<file path="config.mk">
export PLATFORM = sky130hd
export DESIGN_NAME = uart_time_parser_flat
export DESIGN_NICKNAME = d
export VERILOG_FILES = /design/src/rtl/uart_time_pkg.sv /design/src/rtl/uart_time_parser_if.sv /design/src/rtl/uart_time_req_gen.sv /design/src/rtl/uart_time_parser.sv /design/src/flat_wrapper.sv
export SDC_FILE = /design/constraint.sdc
export NUM_CORES = 1
export LEC_CHECK = 0
export ABC_CLOCK_PERIOD_IN_PS = 4640
export BUFFER_PORTS_ARGS = -buffer_cell sky130_fd_sc_hd__buf_4
export CAP_MARGIN = 20
export CORE_ASPECT_RATIO = 0.9
export CORE_UTILIZATION = 50
export CTS_CLUSTER_DIAMETER = 40
export DETAILED_ROUTE_END_ITERATION = 16
export PLACE_DENSITY = 0.71
export SLEW_MARGIN = 20
export SYNTH_ARGS = -nofsm -noshare
export SYNTH_HDL_FRONTEND = slang
export SYNTH_SLANG_ARGS = --single-unit
</file>
<file path="constraint.sdc">
create_clock -name clk -period 4.64 [get_ports clk]
set_input_delay 0.928 -clock clk [delete_from_list [all_inputs] [get_ports clk]]
set_output_delay 0.928 -clock clk [all_outputs]
set_load 0.01 [all_outputs]
</file>
<file path="src/rtl/uart_time_pkg.sv">
// Shared constants, types and byte-classification helpers for the UART
// stopwatch time parser. Frames look like "HH:MM:SS.d" (10 ASCII bytes).
package uart_time_pkg;

  localparam logic [7:0] ASCII_R     = 8'h52;
  localparam logic [7:0] ASCII_COLON = 8'h3A;
  localparam logic [7:0] ASCII_DOT   = 8'h2E;
  localparam logic [7:0] ASCII_0     = 8'h30;
  localparam logic [7:0] ASCII_5     = 8'h35;
  localparam logic [7:0] ASCII_9     = 8'h39;

  localparam int FRAME_LEN = 10;

  // What kind of byte each frame position expects.
  typedef enum logic [1:0] {
    PC_DIGIT,
    PC_COLON,
    PC_DOT,
    PC_RANGE
  } pos_class_e;

  // Parser position; POS_0 means hunting for the first digit of a frame.
  typedef enum logic [3:0] {
    POS_0 = 4'd0,
    POS_1 = 4'd1,
    POS_2 = 4'd2,
    POS_3 = 4'd3,
    POS_4 = 4'd4,
    POS_5 = 4'd5,
    POS_6 = 4'd6,
    POS_7 = 4'd7,
    POS_8 = 4'd8,
    POS_9 = 4'd9
  } pos_e;

  function automatic pos_class_e pos_class(input pos_e p);
    pos_class_e c;
    c = PC_DIGIT;
    case (p)
      POS_2, POS_5: c = PC_COLON;
      POS_8:        c = PC_DOT;
      POS_3, POS_6: c = PC_RANGE;
      default:      c = PC_DIGIT;
    endcase
    return c;
  endfunction

  function automatic logic is_digit(input logic [7:0] b);
    return (b >= ASCII_0) && (b <= ASCII_9);
  endfunction

  // True when byte b is acceptable at position p (tens of minutes and
  // seconds are limited to 0..5).
  function automatic logic byte_ok(input pos_e p, input logic [7:0] b);
    logic ok;
    ok = 1'b0;
    case (pos_class(p))
      PC_DIGIT: ok = is_digit(b);
      PC_COLON: ok = (b == ASCII_COLON);
      PC_DOT:   ok = (b == ASCII_DOT);
      PC_RANGE: ok = (b >= ASCII_0) && (b <= ASCII_5);
      default:  ok = 1'b0;
    endcase
    return ok;
  endfunction

  // Nibble index (6 = hours tens ... 0 = tenths) a digit position lands in.
  function automatic logic [2:0] digit_slot(input pos_e p);
    logic [2:0] s;
    s = 3'd0;
    case (p)
      POS_0:   s = 3'd6;
      POS_1:   s = 3'd5;
      POS_3:   s = 3'd4;
      POS_4:   s = 3'd3;
      POS_6:   s = 3'd2;
      POS_7:   s = 3'd1;
      default: s = 3'd0;
    endcase
    return s;
  endfunction

endpackage

</file>
<file path="src/rtl/uart_time_parser_if.sv">
// FIFO-side connection between the time parser and the UART core.
// master: the parser (pops RX, pushes TX). slave: the UART FIFOs.
interface uart_time_parser_if;
  logic       rx_empty;
  logic [7:0] rd_data;
  logic       rd_uart;
  logic       tx_full;
  logic       wr_uart;
  logic [7:0] wr_data;

  modport master (
    input  rx_empty,
    input  rd_data,
    input  tx_full,
    output rd_uart,
    output wr_uart,
    output wr_data
  );

  modport slave (
    output rx_empty,
    output rd_data,
    output tx_full,
    input  rd_uart,
    input  wr_uart,
    input  wr_data
  );
endinterface

</file>
<file path="src/rtl/uart_time_req_gen.sv">
// Request generator: turns request pulses into a single TX push of 'R'.
// Optional macro UART_TIME_AUTO_REQ_EN adds a free-running request timer
// of REQ_PERIOD cycles whose wrap acts like an extra req pulse.
module uart_time_req_gen
  import uart_time_pkg::*;
#(
  parameter int REQ_PERIOD = 10_000_000
) (
  input  logic       clk,
  input  logic       rst,
  input  logic       req,
  input  logic       tx_full,
  output logic       wr_uart,
  output logic [7:0] wr_data,
  output logic       pending
);

  logic auto_wrap;
  logic fire;
  logic req_any;

`ifdef UART_TIME_AUTO_REQ_EN
  localparam int CNT_W = (REQ_PERIOD > 1) ? $clog2(REQ_PERIOD) : 1;
  localparam logic [CNT_W-1:0] CNT_LAST = CNT_W'(REQ_PERIOD - 1);

  logic [CNT_W-1:0] period_cnt;

  // Free-running period counter; the last count produces one wrap pulse.
  always_ff @(posedge clk) begin
    if (rst) begin
      period_cnt <= '0;
    end else if (period_cnt == CNT_LAST) begin
      period_cnt <= '0;
    end else begin
      period_cnt <= period_cnt + 1'b1;
    end
  end

  assign auto_wrap = (period_cnt == CNT_LAST);
`else
  assign auto_wrap = 1'b0;
`endif

  assign fire    = pending && !tx_full;
  assign req_any = req || auto_wrap;
  assign wr_data = ASCII_R;

  // Pending flag merges requests until the TX FIFO has room; a request in
  // the firing cycle re-arms it so it is not lost.
  always_ff @(posedge clk) begin
    if (rst) begin
      pending <= 1'b0;
      wr_uart <= 1'b0;
    end else begin
      wr_uart <= fire;
      pending <= (pending && !fire) || req_any;
    end
  end

endmodule

</file>
<file path="src/rtl/uart_time_parser.sv">
// Host-side stopwatch time parser: requests the time with 'R', parses the
// "HH:MM:SS.d" reply into packed BCD and flags malformed/timed-out frames.
// Optional macro UART_TIME_AUTO_REQ_EN enables periodic automatic requests.
module uart_time_parser
  import uart_time_pkg::*;
#(
  parameter int TIMEOUT_CYC = 1_000_000,
  parameter int REQ_PERIOD  = 10_000_000
) (
  input  logic                clk,
  input  logic                rst,
  uart_time_parser_if.master  uart,
  input  logic                req,
  output logic [27:0]         time_bcd,
  output logic                time_valid,
  output logic                frame_err,
  output logic                busy
);

  localparam int IDLE_W = $clog2(TIMEOUT_CYC + 1);
  localparam logic [IDLE_W-1:0] IDLE_LAST = IDLE_W'(TIMEOUT_CYC - 1);

  pos_e              pos;
  pos_e              pos_n;
  logic [27:0]       shadow;
  logic [27:0]       shadow_n;
  logic [27:0]       bcd_n;
  logic              valid_n;
  logic              err_n;
  logic [IDLE_W-1:0] idle_cnt;
  logic [IDLE_W-1:0] idle_n;
  logic [3:0]        nib;
  logic              pop;
  logic              pending;
  logic              wr_pulse;
  logic [7:0]        wr_byte;

  uart_time_req_gen #(
    .REQ_PERIOD(REQ_PERIOD)
  ) u_req_gen (
    .clk     (clk),
    .rst     (rst),
    .req     (req),
    .tx_full (uart.tx_full),
    .wr_uart (wr_pulse),
    .wr_data (wr_byte),
    .pending (pending)
  );

  assign uart.wr_uart = wr_pulse;
  assign uart.wr_data = wr_byte;
  assign pop          = !uart.rx_empty;

  // State register: position, shadow digits, published time and strobes.
  always_ff @(posedge clk) begin
    if (rst) begin
      pos        <= POS_0;
      shadow     <= '0;
      time_bcd   <= '0;
      time_valid <= 1'b0;
      frame_err  <= 1'b0;
      idle_cnt   <= '0;
    end else begin
      pos        <= pos_n;
      shadow     <= shadow_n;
      time_bcd   <= bcd_n;
      time_valid <= valid_n;
      frame_err  <= err_n;
      idle_cnt   <= idle_n;
    end
  end

  // Next-state logic: one byte per pop; a rejected byte is retried as a
  // possible frame start, and a stalled partial frame times out.
  always_comb begin
    pos_n    = pos;
    shadow_n = shadow;
    bcd_n    = time_bcd;
    valid_n  = 1'b0;
    err_n    = 1'b0;
    idle_n   = idle_cnt;
    nib      = uart.rd_data[3:0];
    if (pop) begin
      idle_n = '0;
      if (pos == POS_0) begin
        if (is_digit(uart.rd_data)) begin
          shadow_n[27:24] = nib;
          pos_n           = POS_1;
        end
      end else if (byte_ok(pos, uart.rd_data)) begin
        if (is_digit(uart.rd_data)) begin
          shadow_n[{digit_slot(pos), 2'b00} +: 4] = nib;
        end
        if (pos == POS_9) begin
          bcd_n   = {shadow[27:4], nib};
          valid_n = 1'b1;
          pos_n   = POS_0;
        end else begin
          pos_n = pos_e'(pos + 4'd1);
        end
      end else begin
        err_n = 1'b1;
        if (is_digit(uart.rd_data)) begin
          shadow_n[27:24] = nib;
          pos_n           = POS_1;
        end else begin
          pos_n = POS_0;
        end
      end
    end else if (pos != POS_0) begin
      if (idle_cnt == IDLE_LAST) begin
        err_n  = 1'b1;
        pos_n  = POS_0;
        idle_n = '0;
      end else begin
        idle_n = idle_cnt + 1'b1;
      end
    end else begin
      idle_n = '0;
    end
  end

  // Outputs: never back-pressure the RX FIFO, report activity on busy.
  always_comb begin
    uart.rd_uart = pop;
    busy         = pending || (pos != POS_0);
  end

endmodule

</file>
<file path="src/flat_wrapper.sv">
// flat-port wrapper written by rule: the top's interface ports become plain ports
module uart_time_parser_flat import uart_time_pkg::*;
#(
  parameter int TIMEOUT_CYC = 1_000_000,
  parameter int REQ_PERIOD  = 10_000_000
)
  (clk, rst, req, time_bcd, time_valid, frame_err, busy, uart_rx_empty, uart_rd_data, uart_tx_full, uart_rd_uart, uart_wr_uart, uart_wr_data);
  uart_time_parser_if uart_i ();
  input  logic clk;
  input  logic rst;
  input  logic req;
  output logic [27:0] time_bcd;
  output logic time_valid;
  output logic frame_err;
  output logic busy;
  input wire logic [$bits(uart_i.rx_empty)-1:0] uart_rx_empty;
  input wire logic [$bits(uart_i.rd_data)-1:0] uart_rd_data;
  input wire logic [$bits(uart_i.tx_full)-1:0] uart_tx_full;
  output wire logic [$bits(uart_i.rd_uart)-1:0] uart_rd_uart;
  output wire logic [$bits(uart_i.wr_uart)-1:0] uart_wr_uart;
  output wire logic [$bits(uart_i.wr_data)-1:0] uart_wr_data;
  assign uart_i.rx_empty = uart_rx_empty;
  assign uart_i.rd_data = uart_rd_data;
  assign uart_i.tx_full = uart_tx_full;
  assign uart_rd_uart = uart_i.rd_uart;
  assign uart_wr_uart = uart_i.wr_uart;
  assign uart_wr_data = uart_i.wr_data;
  uart_time_parser #(.TIMEOUT_CYC(TIMEOUT_CYC), .REQ_PERIOD(REQ_PERIOD)) u_core (.clk(clk), .rst(rst), .uart(uart_i), .req(req), .time_bcd(time_bcd), .time_valid(time_valid), .frame_err(frame_err), .busy(busy));
endmodule
</file>
==> reports/results.ini, run 1 <==
[timing]
fin_crit_ns=3.27
fin_skew_ns=0.0106
slew_headroom_pct=46.6
setup_tns_ns=0
rsz0062_at_grt=false
maxSlewViolCount=0
timing.final.crit_share_pct=70.5
setup_viol=0
finalHoldViolCount=0
fmax_mhz=306
worst_slew_pin_slew_ns=0.794
worst_hold_slack_ns=0.482

[route]
first_pass_iters=4
avgViaCountPerCell=5.29
drt-total-wl_um=7420
initialDrtViolationCount=84
vias=2813
wl_per_cell_um=14.0
ant_nets=0
post-route-drc-count=0

[power]
power_mw=1.37
switching_share_pct=21.3
power.internal_mw=1.08
comb_power_share_pct=3.3
p_sw_mw=0.292
pwr-share-seq_pct=50.2
p_leak_nw=1.71
power.density_mw_per_mm2=323
power_frac_clock_pct=46.5
peakVddDrop_mv=0.174

[setup_path]
cp_max_fo=29
worstReg2RegStart=u_core.pos[2]$_SDFFE_PP0P_
setup.worst_path.start_class=register
worst_r2r_endpoint=u_core.time_bcd[19]$_SDFFE_PP0P_
r2r_slack_ns=1.37
cp.required_ns=4.86
end_kind=register
crit_type=reg2reg
rr_worst_depth=12
worstSetupStartpoint=u_core.pos[2]$_SDFFE_PP0P_
crit_arrival_ns=3.49

[placement]
placed_area_mm2=0.00399
place_congestion=0.825
io_buffers=45
dpl.hpwl_um=5010

[min_path]
min_path_cells=2
hp-class=reg2reg
hold_end=u_core.shadow[4]$_SDFFE_PP0P_
holdCritStartpoint=u_core.shadow[4]$_SDFFE_PP0P_

[finish]
nets=455
design_area_mm2=0.00424
drive_above_1_share_pct=17.1
fillers=636
antenna_cells=0
area_growth_pct=15.5

[synthesis]
yosysWarningCount=0
synth_top_area_share_pct=43.6
yosys-top-cells-area=dfxtp_1 (44%), mux2i_1 (12%), nor2_1 (7.5%)
synthTopCellsByCount=dfxtp_1 (80), nor2_1 (73), mux2i_1 (44)
synth_edf_count=0
ys_async_sr_fraction_pct=0
synth_ff_type=dfxtp_1
yosysSeqAreaShare_pct=43.6
postSynthAreaPerCell_um2=9.25
synth_most_common_cell=dfxtp_1
yosys_register_bits=80
ys_types=56
syn_area_mm2=0.00367
synth_largest_area_cell=dfxtp_1
syn_inst=397

[global_routing]
first_global_vias=2675
grt_usage_pct=21.1
antenna_found_initial=0
grt_pass1_wl_um=12700
grt_max_degree=61
grt-ovfl-total=0

[clock_tree]
clkSlewWorstSetupHoldPaths_ns=0.09
ctsHoldBuffers=0
cts_setup_buffers=0
root_buffer=clkbuf_8
cts_tree=built
cts_resized=0
worst_skew_pair.late_latency_ns=0.36
cts_made_buffers=9
clockBufferDepth=2
cts.htree.levels=3
numClockSinks=80

[floorplan]
die_h_um=83.3
initial_core_util_pct=51.9
die-area_mm2=0.00769
core_area_mm2=0.00708
die_x_um=92.3
ios=54
std_cell_rows=29

[run]
cap_violations=0

[status]
status=finished, final reports clean

## worst max-delay path by stage
stage                                        to  slack [ns]
2_1_floorplan  u_core.time_bcd[10]$_SDFFE_PP0P_        1.77
3_3_place_gp    u_core.time_bcd[8]$_SDFFE_PP0P_        1.47
3_5_place_dp   u_core.time_bcd[22]$_SDFFE_PP0P_        1.47
4_1_cts        u_core.time_bcd[22]$_SDFFE_PP0P_        1.41
5_1_grt         u_core.time_bcd[5]$_SDFFE_PP0P_        1.13
6_report       u_core.time_bcd[19]$_SDFFE_PP0P_        1.37
## registers in the layout (all words and copies together), names as in the netlist
name,cells
u_core.u_req_gen.wr_uart,1
u_core.time_valid,1
u_core.pos,4
u_core.time_bcd,28
u_core.idle_cnt,20
u_core.shadow,24
u_core.frame_err,1
u_core.u_req_gen.pending,1
## cell families after synthesis
group	count (synthesis)	share of synthesized area, %
compound gates	34	6.71
xor+xnor	19	4.53
fa+ha+maj	8	2.73
buf+inv	37	5.69
flops	80	43.6
mux	44	12.0
other cells	2	0.205
simple gates	173	24.5
## power by group through the flow
stage	sequential [mW]	clock, mW	combinational (mW)
global route	0.689	0.678	0.0490
detailed placement	0.704	0	0.0445
CTS	0.688	0.652	0.0446
global placement	0.704	0	0.0439
finish	0.688	0.637	0.0447
floorplan	0.704	0	0.0326
## routing by layer
layer | global-route usage, % | vias to the layer above | wire length (um)
li1 | - | 1425 | -
met1 | 27.4 | 1304 | 3480
met2 | 33.2 | 71 | 3450
met3 | 5.77 | 13 | 345
met4 | 7.95 | 0 | 141
met5 | 0 | - | 0
## area by class of cell
type | instances | area (um2) | share of cell area [%]
Clock buffer | 10 | 138 | 3.25
Clock inverter | 6 | 115 | 2.71
Inverter | 11 | 41.3 | 0.974
Multi-Input combinational cell | 286 | 1880 | 44.4
Sequential cell | 80 | 1600 | 37.8
Tap cell | 93 | 116 | 2.74
Timing Repair Buffer | 46 | 345 | 8.14
## critical path: stages, from the launching register on
cell,delay [ns]
dfxtp_1,0.56
nor2b_1,0.33
nand2_1,0.09
a21oi_1,0.20
inv_1,0.09
ha_1,0.24
o21a_1,0.19
o22ai_2,0.12
nand4b_2,0.19
a2111oi_4,0.32
buf_4,0.47
mux2i_1,0.25
nor2_1,0.06
## stage by stage
stage	util, %	worst slack (ns)	cells
detailed placement	56.4	1.47	516
CTS	59.9	1.41	532
floorplan	-	1.77	403
finish	59.9	1.37	532
global route	59.9	1.13	532
global placement	56.4	1.47	516
## cell usage in the layout, fill, tap and decap left out, types with 10 or more instances in the layout
cell type,count
xor2_1,12
nand3_1,24
mux2i_1,44
clkbuf_8,10
buf_4,46
nand2b_1,11
inv_1,11
dfxtp_1,80
nand2_1,14
nor2_1,73
Note: power is estimated with default switching activity, not from simulation.
==> run 2, diff against run 1 <==
--- a/config.mk
+++ b/config.mk
@@ -5,14 +5,15 @@
 export SDC_FILE = /design/constraint.sdc
 export NUM_CORES = 1
 export LEC_CHECK = 0
-export ABC_CLOCK_PERIOD_IN_PS = 4640
+export ABC_AREA = 1
+export ABC_CLOCK_PERIOD_IN_PS = 2700
 export BUFFER_PORTS_ARGS = -buffer_cell sky130_fd_sc_hd__buf_4
 export CAP_MARGIN = 20
 export CORE_ASPECT_RATIO = 0.9
 export CORE_UTILIZATION = 50
 export CTS_CLUSTER_DIAMETER = 40
 export DETAILED_ROUTE_END_ITERATION = 16
-export PLACE_DENSITY = 0.71
+export PLACE_DENSITY = 0.73
 export SLEW_MARGIN = 20
 export SYNTH_ARGS = -nofsm -noshare
 export SYNTH_HDL_FRONTEND = slang
==> constraint.sdc (replaced) <==
create_clock -name clk -period 2.7 [get_ports clk]
set_input_delay 0.54 -clock clk [delete_from_list [all_inputs] [get_ports clk]]
set_output_delay 0.54 -clock clk [all_outputs]
set_load 0.01 [all_outputs]
==> run 2 against run 1 <==
Core utilization is 1.1 points higher; clock skew is 0.0045 ns lower; first-iteration DRC count grew 95%; register-to-register slack worse by 1.2 ns; die area rose by 11%; flip-flop and latch count did not move; combinational power rose to 2.6 times the previous value; sequential power increased by 72%; critical path type unchanged.
==> reports/results.ini, run 2 <==
[synthesis]
synth_most_common_cell=nand2_1
yosysWarningCount=0  ; unchanged
synthTopCellsByCount=nand2_1 (83), dfxtp_1 (80), nor2_1 (74)
yosys_register_bits=80  ; unchanged
syn_area_mm2=0.00408  ; +11%
yosys-top-cells-area=dfxtp_1 (39%), nand2_1 (7.6%), nor2_1 (6.8%)
syn_inst=541  ; +36%
synth_edf_count=0  ; unchanged
synth_largest_area_cell=dfxtp_1
ys_async_sr_fraction_pct=0  ; unchanged
synth_ff_type=dfxtp_1
yosysSeqAreaShare_pct=39.3  ; -4.4 points
synth_top_area_share_pct=39.3  ; -4.4 points
postSynthAreaPerCell_um2=7.54  ; -18%
ys_types=43  ; -23%

[setup_path]
end_kind=register
cp.required_ns=2.99  ; -1.87 ns
crit_arrival_ns=2.84  ; -0.65 ns
r2r_slack_ns=0.15  ; -1.22 ns
cp-endpoint=u_core.time_bcd[24]$_SDFFE_PP0P_
worst_r2r_endpoint=u_core.time_bcd[24]$_SDFFE_PP0P_
cp_max_fo=19  ; -34%
worstSetupStartpoint=u_core.pos[3]$_SDFFE_PP0P_
setup.worst_path.start_class=register
rr_worst_depth=14  ; +2
crit_type=reg2reg
worstReg2RegStart=u_core.pos[3]$_SDFFE_PP0P_

[min_path]
hp-class=in2reg
min_path_cells=2  ; unchanged

[placement]
io_buffers=45  ; unchanged
dpl.hpwl_um=6590  ; +32%
placed_cells=671  ; +30%
place_congestion=0.976  ; +18%

[clock_tree]
cts_tree=built
numClockSinks=80  ; unchanged
cts_made_buffers=9  ; unchanged
root_buffer=clkbuf_8
ctsHoldBuffers=0  ; unchanged
worst_skew_pair.late_latency_ns=0.35  ; about the same
clockBufferDepth=2  ; unchanged
cts.htree.levels=3  ; unchanged
clkSlewWorstSetupHoldPaths_ns=0.08  ; about the same

[route]
wl_per_cell_um=13.5  ; -3.2%
first_pass_iters=4  ; unchanged
ant_nets=0  ; unchanged
avgViaCountPerCell=5.25  ; -0.70%
post-route-drc-count=0  ; unchanged
initialDrtViolationCount=164  ; +95%
drt-total-wl_um=9320  ; +26%
vias=3623  ; +29%

[run]
cap_violations=0  ; unchanged

[finish]
drive_above_1_share_pct=22.2  ; +5.1 points
antenna_cells=0  ; unchanged
area_growth_pct=15.7
largest_register=u_core.time_bcd
final_cell_mix=nand2_1 (83), dfxtp_1 (77), nor2_1 (73), buf_4 (55), inv_1 (53)
largest_reg_flops=28  ; unchanged
final_common_cell=nand2_1
final_util_pct=61.1  ; +1.1 points
reg_top3=u_core.time_bcd (28), u_core.shadow (24), u_core.idle_cnt (20)
nets=610  ; +34%
instances_no_fill=690  ; +30%

[timing]
finalHoldViolCount=0  ; unchanged
fin_skew_ns=0.00610  ; -0.00450 ns
fmax_mhz=392  ; +28%
timing.final.crit_share_pct=94.6  ; +24 points
maxSlewViolCount=0  ; unchanged
worst_slew_pin_slew_ns=0.552  ; -0.242 ns
slew_headroom_pct=63.1  ; +16 points
setup_viol=0  ; unchanged
fin_crit_ns=2.55  ; -0.718 ns

[global_routing]
grt_usage_pct=22.1  ; +1.0 points
antenna_found_initial=0  ; unchanged
grt_pass1_wl_um=15200  ; +19%
grt-ovfl-total=0  ; unchanged
grt_max_degree=40  ; -34%
first_global_vias=3300  ; +23%

[floorplan]
ios=54  ; unchanged
core_area_mm2=0.00773  ; +9.3%
initial_core_util_pct=52.8  ; +0.88 points
die_h_um=87.7  ; +5.3%
die-area_mm2=0.00853  ; +11%
die_x_um=97.2  ; +5.3%
std_cell_rows=30  ; +3.4%

[power]
p_leak_nw=1.92  ; +12%
power.density_mw_per_mm2=475  ; +47%
peakVddDrop_mv=0.328  ; +88%

[status]
status=finished, final reports clean

## run 2: how the worst min path moves through the flow
stage | from | end | slack [ns]
6_report | uart_tx_full | u_core.u_req_gen.wr_uart$_SDFF_PP0_ | 0.36
3_5_place_dp | u_core.shadow[26]$_SDFFE_PP0P_ | u_core.time_bcd[26]$_SDFFE_PP0P_ | 0.45
5_1_grt | uart_tx_full | u_core.u_req_gen.wr_uart$_SDFF_PP0_ | 0.36
3_3_place_gp | u_core.shadow[18]$_SDFFE_PP0P_ | u_core.time_bcd[18]$_SDFFE_PP0P_ | 0.43
2_1_floorplan | u_core.shadow[17]$_SDFFE_PP0P_ | u_core.time_bcd[17]$_SDFFE_PP0P_ | 0.43
4_1_cts | uart_tx_full | u_core.u_req_gen.wr_uart$_SDFF_PP0_ | 0.34
## run 2: where the power goes
group / internal, mW / switching (mW)
sequential: 1.18 / 0.00243
combinational: 0.0351 / 0.0808
clock: 0.503 / 0.441
total: 1.72 / 0.525
## run 2: area by class of cell
type / instances / area [um2]
Clock buffer: 12 / 165
Clock inverter: 4 / 51.3
Fill cell: 703 / 3010
Inverter: 62 / 233
Multi-Input combinational cell: 380 / 2110
Sequential cell: 80 / 1610
Tap cell: 96 / 120
Timing Repair Buffer: 56 / 433
## run 2: repair_timing
action	in CTS	in global routing
pin swaps	0	3
setup endpoints to repair	1	45
buffers inserted	0	1
resized for setup	1	5
cloned	0	2
## run 2: logic make-up (layout without fill, tap and decap cells)
family	after synthesis	count (layout)	synth area share [%]
xor gates and xnor gates	5	5	1.07
adders and majority gates	8	8	2.45
AOI/OAI and AO/OA	73	73	9.78
and+or+nand+nor	284	286	36.9
other	2	8	0.184
buffers and inverters	89	134	10.4
DFF	80	80	39.3
## run 2: per-layer routing
metal / vias up / global-route usage, % / wire length [um]
li1: 1859 / - / -
met1: 1648 / 29.7 / 4590
met2: 104 / 35.5 / 4090
met3: 12 / 4.55 / 536
met4: 0 / 8.16 / 107
met5: - / 0 / 0
## run 2: worst max-delay path, stage by stage (launching register included)
cell	delay, ns
dfxtp_1	0.36
nor2_1	0.20
inv_1	0.11
o22ai_2	0.19
inv_1	0.08
ha_1	0.24
inv_1	0.07
nand3_1	0.07
nor2_1	0.17
nand3_2	0.16
nand2_8	0.17
nand2_8	0.14
nor2_4	0.29
o21ai_0	0.12
a21oi_1	0.11
## run 2: metrics by stage
| stage | TNS, ns | hold slack (ns) | power [mW] | setup WS (ns) | area [um2] |
|---|---|---|---|---|---|
| after floorplan | 0 | 0.429 | 1.29 | 0.213 | 4100 |
| after global placement | 0 | 0.434 | 1.32 | 0.184 | 4440 |
| after detailed placement | 0 | 0.449 | 1.33 | 0.00117 | 4440 |
| after CTS | 0 | 0.343 | 2.26 | 0.000549 | 4660 |
| after global routing | -0.0527 | 0.358 | 2.32 | -0.0166 | 4720 |
| final | 0 | 0.356 | 2.24 | 0.146 | 4720 |
